File: src/rtl/fp_cmp_minmax_seq_if.sv
// -----------------------------------------------------------------------------
// fp_cmp_minmax_seq_if
//   Bundle of the streaming min/max reducer's control, input-stream and
//   result-stream signals.
//
//   master : producer / consumer side (drives elements, abort, out_ready)
//   slave  : the reducer itself
//
//   abort          synchronous packet discard
//   in_valid       input element valid
//   in_ready       reducer can take an element
//   in_data        FP element (sig_width+exp_width+1 bits)
//   in_last        element is the last of its packet
//   out_valid      result valid
//   out_ready      result consumed
//   out_min/max    packet min and max
//   out_min_idx    zero-based index of the min
//   out_max_idx    zero-based index of the max
//   out_count      element count, saturating
//   out_unordered  some comparison in the packet was unordered
//   busy           a packet is in flight or a result is pending
// -----------------------------------------------------------------------------
interface fp_cmp_minmax_seq_if #(
    parameter int sig_width = 23,
    parameter int exp_width = 8,
    parameter int idx_width = 16
);
    localparam int W = sig_width + exp_width + 1;

    logic                 abort;
    logic                 in_valid;
    logic                 in_ready;
    logic [W-1:0]         in_data;
    logic                 in_last;
    logic                 out_valid;
    logic                 out_ready;
    logic [W-1:0]         out_min;
    logic [W-1:0]         out_max;
    logic [idx_width-1:0] out_min_idx;
    logic [idx_width-1:0] out_max_idx;
    logic [idx_width-1:0] out_count;
    logic                 out_unordered;
    logic                 busy;

    modport master (
        output abort, in_valid, in_data, in_last, out_ready,
        input  in_ready, out_valid, out_min, out_max, out_min_idx,
               out_max_idx, out_count, out_unordered, busy
    );

    modport slave (
        input  abort, in_valid, in_data, in_last, out_ready,
        output in_ready, out_valid, out_min, out_max, out_min_idx,
               out_max_idx, out_count, out_unordered, busy
    );
endinterface

File: src/rtl/fp_cmp_minmax_seq.sv
// -----------------------------------------------------------------------------
// fp_cmp_minmax_seq
//   Streaming min/max reducer. One floating-point comparator is shared in time
//   between the running-max check (CMP_MAX) and the running-min check
//   (CMP_MIN); steady-state throughput is one element per three cycles.
//   At end of packet it presents min, max, their indices, the saturating
//   element count and a sticky unordered flag.
//
//   Ports
//     clk    rising-edge clock
//     rst_n  asynchronous active-low reset
//     bus    fp_cmp_minmax_seq_if.slave (handshakes, data, results, busy)
//
//   fp_cmp_minmax_seq_cmp carries the compare semantics of DW_fp_cmp with
//   zctr=0 (only the altb/agtb/unordered flags are consumed here); its port
//   and parameter names match, so it maps one-to-one onto the library part.
// -----------------------------------------------------------------------------

module fp_cmp_minmax_seq_cmp #(
    parameter int sig_width       = 23,
    parameter int exp_width       = 8,
    parameter int ieee_compliance = 0
) (
    input  logic [sig_width+exp_width:0] a,
    input  logic [sig_width+exp_width:0] b,
    output logic                         altb,
    output logic                         agtb,
    output logic                         unordered
);
    localparam int W = sig_width + exp_width + 1;

    // Without IEEE compliance, denormals collapse to zero and every value with
    // an all-ones exponent behaves as infinity; NaN never appears.
    function automatic logic [W-2:0] magnitude(input logic [W-2:0] m);
        logic [exp_width-1:0] e;
        e = m[W-2:sig_width];
        if (ieee_compliance != 0) return m;
        if (e == '0)              return '0;
        if (e == '1)              return {e, {sig_width{1'b0}}};
        return m;
    endfunction

    function automatic logic is_nan(input logic [W-2:0] m);
        return (ieee_compliance != 0) && (m[W-2:sig_width] == '1) &&
               (m[sig_width-1:0] != '0);
    endfunction

    logic [W-2:0] mag_a;
    logic [W-2:0] mag_b;

    // NOTE: every always_comb output gets a default before any branch, so no
    // path leaves a value unassigned and no latch is inferred.
    always_comb begin
        mag_a     = magnitude(a[W-2:0]);
        mag_b     = magnitude(b[W-2:0]);
        altb      = 1'b0;
        agtb      = 1'b0;
        unordered = 1'b0;
        if (is_nan(a[W-2:0]) || is_nan(b[W-2:0])) begin
            unordered = 1'b1;
        end else if (!((mag_a == '0) && (mag_b == '0))) begin
            // Both zero (either sign) is equality; otherwise sign decides,
            // then magnitude with the sense flipped for negatives.
            if (a[W-1] != b[W-1]) begin
                if (a[W-1]) altb = 1'b1;
                else        agtb = 1'b1;
            end else if (mag_a != mag_b) begin
                if ((mag_a > mag_b) != a[W-1]) agtb = 1'b1;
                else                           altb = 1'b1;
            end
        end
    end
endmodule

module fp_cmp_minmax_seq #(
    parameter int sig_width       = 23,
    parameter int exp_width       = 8,
    parameter int ieee_compliance = 0,
    parameter int idx_width       = 16
) (
    input logic                clk,
    input logic                rst_n,
    fp_cmp_minmax_seq_if.slave bus
);
    localparam int W = sig_width + exp_width + 1;

    typedef enum logic [1:0] {
        ACCEPT,
        CMP_MAX,
        CMP_MIN,
        DONE
    } state_t;

    state_t               state_q;
    logic                 first_q;
    logic [W-1:0]         min_q;
    logic [W-1:0]         max_q;
    logic [idx_width-1:0] min_idx_q;
    logic [idx_width-1:0] max_idx_q;
    logic [idx_width-1:0] count_q;
    logic [W-1:0]         hold_q;
    logic                 hold_last_q;
    logic [idx_width-1:0] hold_idx_q;
    logic                 unord_q;
    logic                 out_valid_q;
    logic                 busy_q;

    logic [idx_width-1:0] count_d;
    logic [W-1:0]         cmp_b;
    logic                 altb;
    logic                 agtb;
    logic                 unordered;

    // The comparator's 'a' is always the held element; 'b' switches between
    // the running max and the running min depending on the compare phase.
    assign cmp_b = (state_q == CMP_MIN) ? min_q : max_q;

    fp_cmp_minmax_seq_cmp #(
        .sig_width      (sig_width),
        .exp_width      (exp_width),
        .ieee_compliance(ieee_compliance)
    ) u_cmp (
        .a        (hold_q),
        .b        (cmp_b),
        .altb     (altb),
        .agtb     (agtb),
        .unordered(unordered)
    );

    // Count saturates at all-ones; indices past that point read the saturated
    // value because hold_idx is sampled from the count.
    assign count_d = (&count_q) ? count_q : count_q + 1'b1;

    // Abort masks in_ready so a same-cycle element is never taken.
    assign bus.in_ready      = (state_q == ACCEPT) && !bus.abort;
    assign bus.out_valid     = out_valid_q;
    assign bus.out_min       = min_q;
    assign bus.out_max       = max_q;
    assign bus.out_min_idx   = min_idx_q;
    assign bus.out_max_idx   = max_idx_q;
    assign bus.out_count     = count_q;
    assign bus.out_unordered = unord_q;
    assign bus.busy          = busy_q;

    // NOTE: data registers are reset along with control, because the result
    // outputs are required to read zero after reset and must never expose a
    // partial packet.
    always_ff @(posedge clk or negedge rst_n) begin
        if (!rst_n) begin
            state_q     <= ACCEPT;
            first_q     <= 1'b1;
            min_q       <= '0;
            max_q       <= '0;
            min_idx_q   <= '0;
            max_idx_q   <= '0;
            count_q     <= '0;
            hold_q      <= '0;
            hold_last_q <= 1'b0;
            hold_idx_q  <= '0;
            unord_q     <= 1'b0;
            out_valid_q <= 1'b0;
            busy_q      <= 1'b0;
        end else if (bus.abort) begin
            // NOTE: sequential state uses non-blocking assignments only, so
            // every register samples pre-edge values regardless of order.
            state_q     <= ACCEPT;
            first_q     <= 1'b1;
            count_q     <= '0;
            unord_q     <= 1'b0;
            out_valid_q <= 1'b0;
            busy_q      <= 1'b0;
        end else begin
            unique case (state_q)
                ACCEPT: begin
                    if (bus.in_valid) begin
                        busy_q <= 1'b1;
                        if (first_q) begin
                            min_q     <= bus.in_data;
                            max_q     <= bus.in_data;
                            min_idx_q <= '0;
                            max_idx_q <= '0;
                            count_q   <= idx_width'(1);
                            unord_q   <= 1'b0;
                            first_q   <= 1'b0;
                            if (bus.in_last) begin
                                state_q     <= DONE;
                                out_valid_q <= 1'b1;
                            end
                        end else begin
                            hold_q      <= bus.in_data;
                            hold_last_q <= bus.in_last;
                            hold_idx_q  <= count_q;
                            count_q     <= count_d;
                            state_q     <= CMP_MAX;
                        end
                    end
                end
                CMP_MAX: begin
                    // Ties and unordered results leave the max untouched, so
                    // the earliest occurrence keeps its index.
                    if (unordered) begin
                        unord_q <= 1'b1;
                    end else if (agtb) begin
                        max_q     <= hold_q;
                        max_idx_q <= hold_idx_q;
                    end
                    state_q <= CMP_MIN;
                end
                CMP_MIN: begin
                    if (unordered) begin
                        unord_q <= 1'b1;
                    end else if (altb) begin
                        min_q     <= hold_q;
                        min_idx_q <= hold_idx_q;
                    end
                    if (hold_last_q) begin
                        state_q     <= DONE;
                        out_valid_q <= 1'b1;
                    end else begin
                        state_q <= ACCEPT;
                    end
                end
                DONE: begin
                    if (bus.out_ready) begin
                        state_q     <= ACCEPT;
                        first_q     <= 1'b1;
                        out_valid_q <= 1'b0;
                        busy_q      <= 1'b0;
                    end
                end
                default: state_q <= ACCEPT;
            endcase
        end
    end
endmodule

File: src/flat_wrapper.sv
// flat-port wrapper written by rule: the top's interface ports become plain ports
module fp_cmp_minmax_seq_flat 
#(
    parameter int sig_width       = 23,
    parameter int exp_width       = 8,
    parameter int ieee_compliance = 0,
    parameter int idx_width       = 16
)
  (clk, rst_n, bus_abort, bus_in_valid, bus_in_data, bus_in_last, bus_out_ready, bus_in_ready, bus_out_valid, bus_out_min, bus_out_max, bus_out_min_idx, bus_out_max_idx, bus_out_count, bus_out_unordered, bus_busy);
  fp_cmp_minmax_seq_if #(.sig_width(sig_width), .exp_width(exp_width), .idx_width(idx_width)) bus_i ();
  input logic clk;
  input logic rst_n;
  input wire logic [$bits(bus_i.abort)-1:0] bus_abort;
  input wire logic [$bits(bus_i.in_valid)-1:0] bus_in_valid;
  input wire logic [$bits(bus_i.in_data)-1:0] bus_in_data;
  input wire logic [$bits(bus_i.in_last)-1:0] bus_in_last;
  input wire logic [$bits(bus_i.out_ready)-1:0] bus_out_ready;
  output wire logic [$bits(bus_i.in_ready)-1:0] bus_in_ready;
  output wire logic [$bits(bus_i.out_valid)-1:0] bus_out_valid;
  output wire logic [$bits(bus_i.out_min)-1:0] bus_out_min;
  output wire logic [$bits(bus_i.out_max)-1:0] bus_out_max;
  output wire logic [$bits(bus_i.out_min_idx)-1:0] bus_out_min_idx;
  output wire logic [$bits(bus_i.out_max_idx)-1:0] bus_out_max_idx;
  output wire logic [$bits(bus_i.out_count)-1:0] bus_out_count;
  output wire logic [$bits(bus_i.out_unordered)-1:0] bus_out_unordered;
  output wire logic [$bits(bus_i.busy)-1:0] bus_busy;
  assign bus_i.abort = bus_abort;
  assign bus_i.in_valid = bus_in_valid;
  assign bus_i.in_data = bus_in_data;
  assign bus_i.in_last = bus_in_last;
  assign bus_i.out_ready = bus_out_ready;
  assign bus_in_ready = bus_i.in_ready;
  assign bus_out_valid = bus_i.out_valid;
  assign bus_out_min = bus_i.out_min;
  assign bus_out_max = bus_i.out_max;
  assign bus_out_min_idx = bus_i.out_min_idx;
  assign bus_out_max_idx = bus_i.out_max_idx;
  assign bus_out_count = bus_i.out_count;
  assign bus_out_unordered = bus_i.out_unordered;
  assign bus_busy = bus_i.busy;
  fp_cmp_minmax_seq #(.sig_width(sig_width), .exp_width(exp_width), .ieee_compliance(ieee_compliance), .idx_width(idx_width)) u_core (.clk(clk), .rst_n(rst_n), .bus(bus_i));
endmodule
File: config.mk
export PLATFORM = sky130hd
export DESIGN_NAME = fp_cmp_minmax_seq_flat
export DESIGN_NICKNAME = d
export VERILOG_FILES = /design/src/rtl/fp_cmp_minmax_seq_if.sv /design/src/rtl/fp_cmp_minmax_seq.sv /design/src/flat_wrapper.sv
export SDC_FILE = /design/constraint.sdc
export NUM_CORES = 1
export LEC_CHECK = 0
export ABC_AREA = 1
export BUFFER_PORTS_ARGS = -buffer_cell sky130_fd_sc_hd__buf_2
export CELL_PAD_IN_SITES_DETAIL_PLACEMENT = 0
export CELL_PAD_IN_SITES_GLOBAL_PLACEMENT = 1
export CORE_MARGIN = 8
export CORE_UTILIZATION = 44
export DETAILED_ROUTE_END_ITERATION = 16
export HOLD_SLACK_MARGIN = 0.02
export PLACE_DENSITY_LB_ADDON = 0.1
export SYNTH_ARGS = -nofsm -noshare
export SYNTH_HDL_FRONTEND = slang
export SYNTH_SLANG_ARGS = --single-unit
File: constraint.sdc
create_clock -name clk -period 10.85 [get_ports clk]
set_clock_uncertainty 0.1 [all_clocks]
set_input_delay 0 -clock clk [delete_from_list [all_inputs] [get_ports clk]]
set_output_delay 0 -clock clk [all_outputs]
set_load 0.03 [all_outputs]
==> out/results.ini, run 1 <==
[outcome]
status = completed

[yosys]
syn_inst = 1239
async_flop_share = 1.000
yosysSeqAreaShare = 0.4529
synth_area_sq_mm = 0.009175
synth_seq_cells = 166
ys_top_cells_by_area = dfrtp_1 (45%), nand2_1 (16%), nand3_1 (6.1%)
synth_top_area_share = 0.4500
ys_types = 38
avgSynthCellArea_sq_um = 7.405
ys_top_cells_by_count = nand2_1 (379), dfrtp_1 (165), inv_1 (118), nand3_1 (112), o21ai_0 (107)
yosysTopAreaCell = dfrtp_1
ys.warnings.count = 0
synth_flop_cell = dfrtp_1
yosysMostFrequentCell = nand2_1
synth_edf_count = 0
syn_nets = 1309

[sta]
rsz0062_at_grt = no
report.final.slew_viol_count = 0
setup_viol = 0
relSlewSlack = 0.1293
fin_crit_sh = 0.5240
fin_crit_ns = 5.686
holdWs_ns = 0.1044
hold_violations = 0
worst_pin_slew_ns = 1.295
max_freq_ghz = 0.1759
setup_tns_ns = 0

[placed_design]
place.gp.congestion = 0.7985
dp_hpwl_microns = 17520
port_buffers = 152

[worst_setup_path]
path_class = flip-flop to flip-flop
ff2ff_path_depth = 28
required_ns = 11.11
start_kind = flip-flop
max_stage_delay_ns = 0.83
crit_path_end_kind = flip-flop
cp_common_cell = nand2_1
reg2reg_slack_ns = 5.16
r2r_start = u_core.state_q[0]
slowest_stage = nand2_2
worstReg2RegEnd = u_core.bus.out_max_idx[14]
crit_arrival_ns = 5.95
worst-path-max-fanout = 86

[routing]
num_vias = 8351
vias_per_cell = 5.010
drc = 0
first_iter_violations = 453
ant_nets = 0
post_drt_wl_per_cell_microns = 15.87
drt_first_pass_iters = 5
wl_microns = 26460

[floorplanning]
io_pins = 154
die_w_microns = 160.4
start_util = 0.4420
coreArea_sq_mm = 0.02076
fp.dieH_microns = 160.4
rows = 53
dieArea_sq_mm = 0.02573

[grt]
overflow = 0
grt_max_degree = 99
grtUsageTotal = 0.2103
antenna_found_initial = 0
grt_pass1_vias = 8421
grt_pass1_wl_microns = 44450

[power_and_ir_drop]
p_leak_nw = 5.958
worst_ir_drop_vdd_mv = 0.1429
powerDensity_mw_per_mm2 = 294.4

[job]
cap_violations = 0

[clock_tree]
cts_resized = 0
clock_latency_ns = 0.43
htree_levels = 4
cts.sinks = 166
path_clk_slew_ns = 0.07
clk_path_buf_depth = 2
cts_tree = built
cts_buffers = 17
ctsRootBufferMaster = clkbuf_16

[cells_and_area]
num_antenna_cells = 0
drive_above_1_share = 0.1674
syn2layout_area_growth_pct = 20.17
fin_nets = 1449

[min_path]
hp-class = primary input to async pin

## kinds of logic (layout without fill, tap and decap cells)
| group | Yosys count | after routing | synth area share |
|---|---|---|---|
| other | 1 | 1 | 0.0004087 |
| adders and majority gates | 32 | 32 | 0.04364 |
| buffers and inverters | 199 | 352 | 0.08837 |
| muxes | 6 | 6 | 0.006546 |
| xor gates and xnor gates | 1 | 1 | 0.0009548 |
| DFF | 166 | 166 | 0.4529 |
| and+or+nand+nor | 649 | 649 | 0.2966 |
| AOI/OAI and AO/OA | 185 | 185 | 0.1106 |
## report_power, final
part | total [W] | switching (W) | internal [W]
clock network | 0.000626 | 0.000273 | 0.000352
registers | 0.000977 | 0.000161 | 0.000815
logic | 0.00164 | 0.00112 | 0.000526
total | 0.00325 | 0.00155 | 0.00169
## worst max-delay path: cells and delay by family (launching register included)
kind / cells / cell delay, ns
and+or+nand+nor: 18 / 2.48
adders and majority gates: 1 / 0.29
DFF: 1 / 0.46
AOI/OAI and AO/OA: 3 / 0.46
buffers and inverters: 5 / 1.43
muxes: 1 / 0.40
## timing repair
item / in CTS / in global routing
endpoints found under the hold margin: 199 / 0
setup buffers: 0 / 0
hold buffers: 38 / 0
## sequential cells by signal, indices dropped and copies added (netlist names), 2 cells and up
register                count
u_core.bus.out_count       16
u_core.bus.out_max         32
u_core.bus.out_max_idx     16
u_core.bus.out_min         32
u_core.bus.out_min_idx     16
u_core.hold_idx_q          16
u_core.hold_q              32
u_core.state_q              2
## layout by cell type (no fill, tap or decap), types with 4 or more instances in the layout
cell,count
inv_1,117
nand2_1,376
nand2_2,4
o211ai_1,24
dlygate4sd3_1,38
or2_2,24
buf_2,151
buf_4,9
ha_1,32
nor3_1,25
o21ai_0,107
nor2_1,87
nand3_1,112
dfrtp_1,165
nand4_1,6
clkbuf_16,17
a21oi_1,43
mux2i_1,6
inv_6,4
## stage by stage
step	power [W]	instances	instance area, sq um	util	worst slack [ns]
3_3_place_gp	0.002622	1597	10040	0.4838	5.211
5_1_grt	0.003549	1667	11030	0.5312	4.517
3_5_place_dp	0.002633	1597	10040	0.4838	5.126
2_1_floorplan	0.002180	1239	9175	-	7.185
4_1_cts	0.003285	1667	11030	0.5312	5.055
6_report	0.003246	1667	11030	0.5312	5.164
## worst max path at each step
| stage | start | end | cells past startpoint |
|---|---|---|---|
| after floorplan | u_core.state_q[0] | u_core.bus.out_max[10] | 28 |
| after global placement | u_core.state_q[0] | u_core.bus.out_max[0] | 28 |
| after detailed placement | u_core.state_q[0] | u_core.bus.out_max_idx[14] | 28 |
| after CTS | u_core.state_q[0] | u_core.bus.out_max_idx[14] | 28 |
| after global routing | u_core.state_q[0] | u_core.bus.out_min[10] | 28 |
| final | u_core.state_q[0] | u_core.bus.out_max_idx[14] | 28 |
## final cells by class
class | count | area (sq um)
fillers | 2069 | 9731
clock inverters | 14 | 163.9
flip-flops and latches | 166 | 4155
multi-input cells | 874 | 4254
repair buffers | 199 | 1215
clock buffers | 18 | 439.2
inverters | 121 | 454.2
well taps | 275 | 344.1
## per-layer routing
layer	wire, microns	vias up	global-route usage
met4	424	0	0.06287
met3	1383	24	0.04326
met2	12650	195	0.3539
li1	-	4265	-
met1	12000	3867	0.2678
met5	0	-	0
No activity file was read; power rests on OpenSTA's default activity.
==> run 2, diff against run 1 <==
- CORE_UTILIZATION: 44 -> 41
- clock period: 10.85 -> 5.9 ns (I/O delays scaled with it)
==> out/results.ini, run 2 (synthesis gave the netlist of run 1 again) <==
[cells_and_area]
final_cells = 1675
drive_above_1_share = 0.1679
syn2layout_area_growth_pct = 19.77
fin_nets = 1451
final_area_sq_mm = 0.01099
most-common-layout-cells = nand2_1 (376), dfrtp_1 (165), buf_2 (151)
final_common_cell = nand2_1

[clock_tree]
postCtsSetupBuffers = 0
cts.sinks = 166
cts_tree = built
cts_buffers = 17
path_clk_slew_ns = 0.07
clk_path_buf_depth = 2
ctsHoldBuffers = 38
clock_latency_ns = 0.43
cts_resized = 0
ctsRootBufferMaster = clkbuf_16
htree_levels = 4

[power_and_ir_drop]
worst_ir_drop_vdd_mv = 0.2494
fin_total_pwr_w = 0.005891
powerDensity_mw_per_mm2 = 536.1
p_leak_nw = 5.931

[floorplanning]
coreArea_sq_mm = 0.02189
die_w_microns = 165.6
io_pins = 154
rows = 54
fp.dieH_microns = 165.6
dieArea_sq_mm = 0.02742
start_util = 0.4191

[sta]
max_freq_ghz = 0.1896
fin_crit_ns = 5.273
hold_violations = 0
setup_viol = 0
report.final.slew_viol_count = 0
fin_crit_sh = 0.8937
setup_tns_ns = 0
worst_pin_slew_ns = 1.054
rsz0062_at_grt = no
relSlewSlack = 0.2965

[outcome]
status = completed

[worst_setup_path]
worst-path-max-fanout = 44
crit_arrival_ns = 5.54
start_kind = flip-flop
crit_path_end_kind = flip-flop
path_class = flip-flop to flip-flop
required_ns = 6.16

[routing]
drc = 0
wl_microns = 27100
first_iter_violations = 469
vias_per_cell = 5.010
drt_first_pass_iters = 4
post_drt_wl_per_cell_microns = 16.18
num_vias = 8392
ant_nets = 0

[placed_design]
postPlaceCellArea_sq_mm = 0.01006
dp_cells = 1604
dp_hpwl_microns = 18070
port_buffers = 152
place.gp.congestion = 0.8493

[grt]
overflow = 0
grt_pass1_vias = 8539
antenna_found_initial = 1
grt_pass1_wl_microns = 44520
grt_max_degree = 99
grtUsageTotal = 0.2051

[job]
cap_violations = 0

[min_path]
hp-class = primary input to flip-flop

[run 2: layout make-up]
class | count | area, sq um
Fill cell | 2265 | 10900
Tap cell | 280 | 350.3
Inverter | 121 | 454.2
Antenna cell | 1 | 2.502
Sequential cell | 166 | 4155
Multi-Input combinational cell | 874 | 4254
Timing Repair Buffer | 201 | 1230
Clock inverter | 13 | 100.1
Clock buffer | 19 | 442.9
[run 2: metrics by stage]
stage                     setup WS (ns)  hold WS [ns]    util
after floorplan                   2.235       -0.3956       -
after global placement           0.7591       0.07662  0.4597
after detailed placement         0.5962       0.08112  0.4597
after CTS                        0.5782       0.06045  0.5019
after global routing            0.05016        0.1407  0.5020
final                            0.6269       0.06986  0.5020
[run 2: report_power, final]
group	total, W	switching [W]	leakage, nW	internal, W
sequential	0.00180	0.000300	2.13	0.00150
clock	0.00105	0.000494	0.258	0.000555
combinational	0.00304	0.00207	3.55	0.000976
total	0.00589	0.00286	5.93	0.00303
[run 2: worst max-delay path, stage by stage, from the launching register on]
cell      delay, ns
dfrtp_1        0.45
inv_2          0.12
nand2_4        0.27
inv_2          0.45
o21ai_0        0.23
or2_2          0.33
o41ai_1        0.40
inv_1          0.44
o211ai_1       0.23
ha_1           0.28
nand2_1        0.09
inv_1          0.07
nand2_1        0.06
nand2_1        0.05
a21oi_1        0.11
nand2_1        0.09
nand2_1        0.06
nand2_1        0.07
nand2_1        0.08
nand2_1        0.05
nand3_1        0.06
nand2_1        0.05
nand2_1        0.07
nand2_2        0.06
nand2_2        0.22
buf_4          0.48
nand2_1        0.10
nand2_1        0.08
[run 2: path summary, 6_finish.rpt]
check	slack [ns]	depth (start not counted)	endpoint	from
min in group asynchronous	0.14	2	u_core.bus.out_valid	rst_n
worst min-delay path	0.07	5	u_core.bus.out_valid	bus_in_valid
worst max-delay path	0.63	27	u_core.bus.out_max_idx[12]	u_core.state_q[0]
worst max register to register	0.63	27	u_core.bus.out_max_idx[12]	u_core.state_q[0]
max in group asynchronous	4.07	3	u_core.bus.out_min[13]	rst_n
worst min register to register	0.37	2	u_core.bus.out_min_idx[0]	u_core.bus.out_min_idx[0]
[run 2: routing by layer]
| layer | wire, microns | up-vias | track usage |
|---|---|---|---|
| met2 | 12910 | 181 | 0.3450 |
| met3 | 1424 | 29 | 0.03941 |
| met1 | 12400 | 3916 | 0.2605 |
| li1 | - | 4266 | - |
| met4 | 370 | 0 | 0.06696 |
| met5 | 0 | - | 0 |
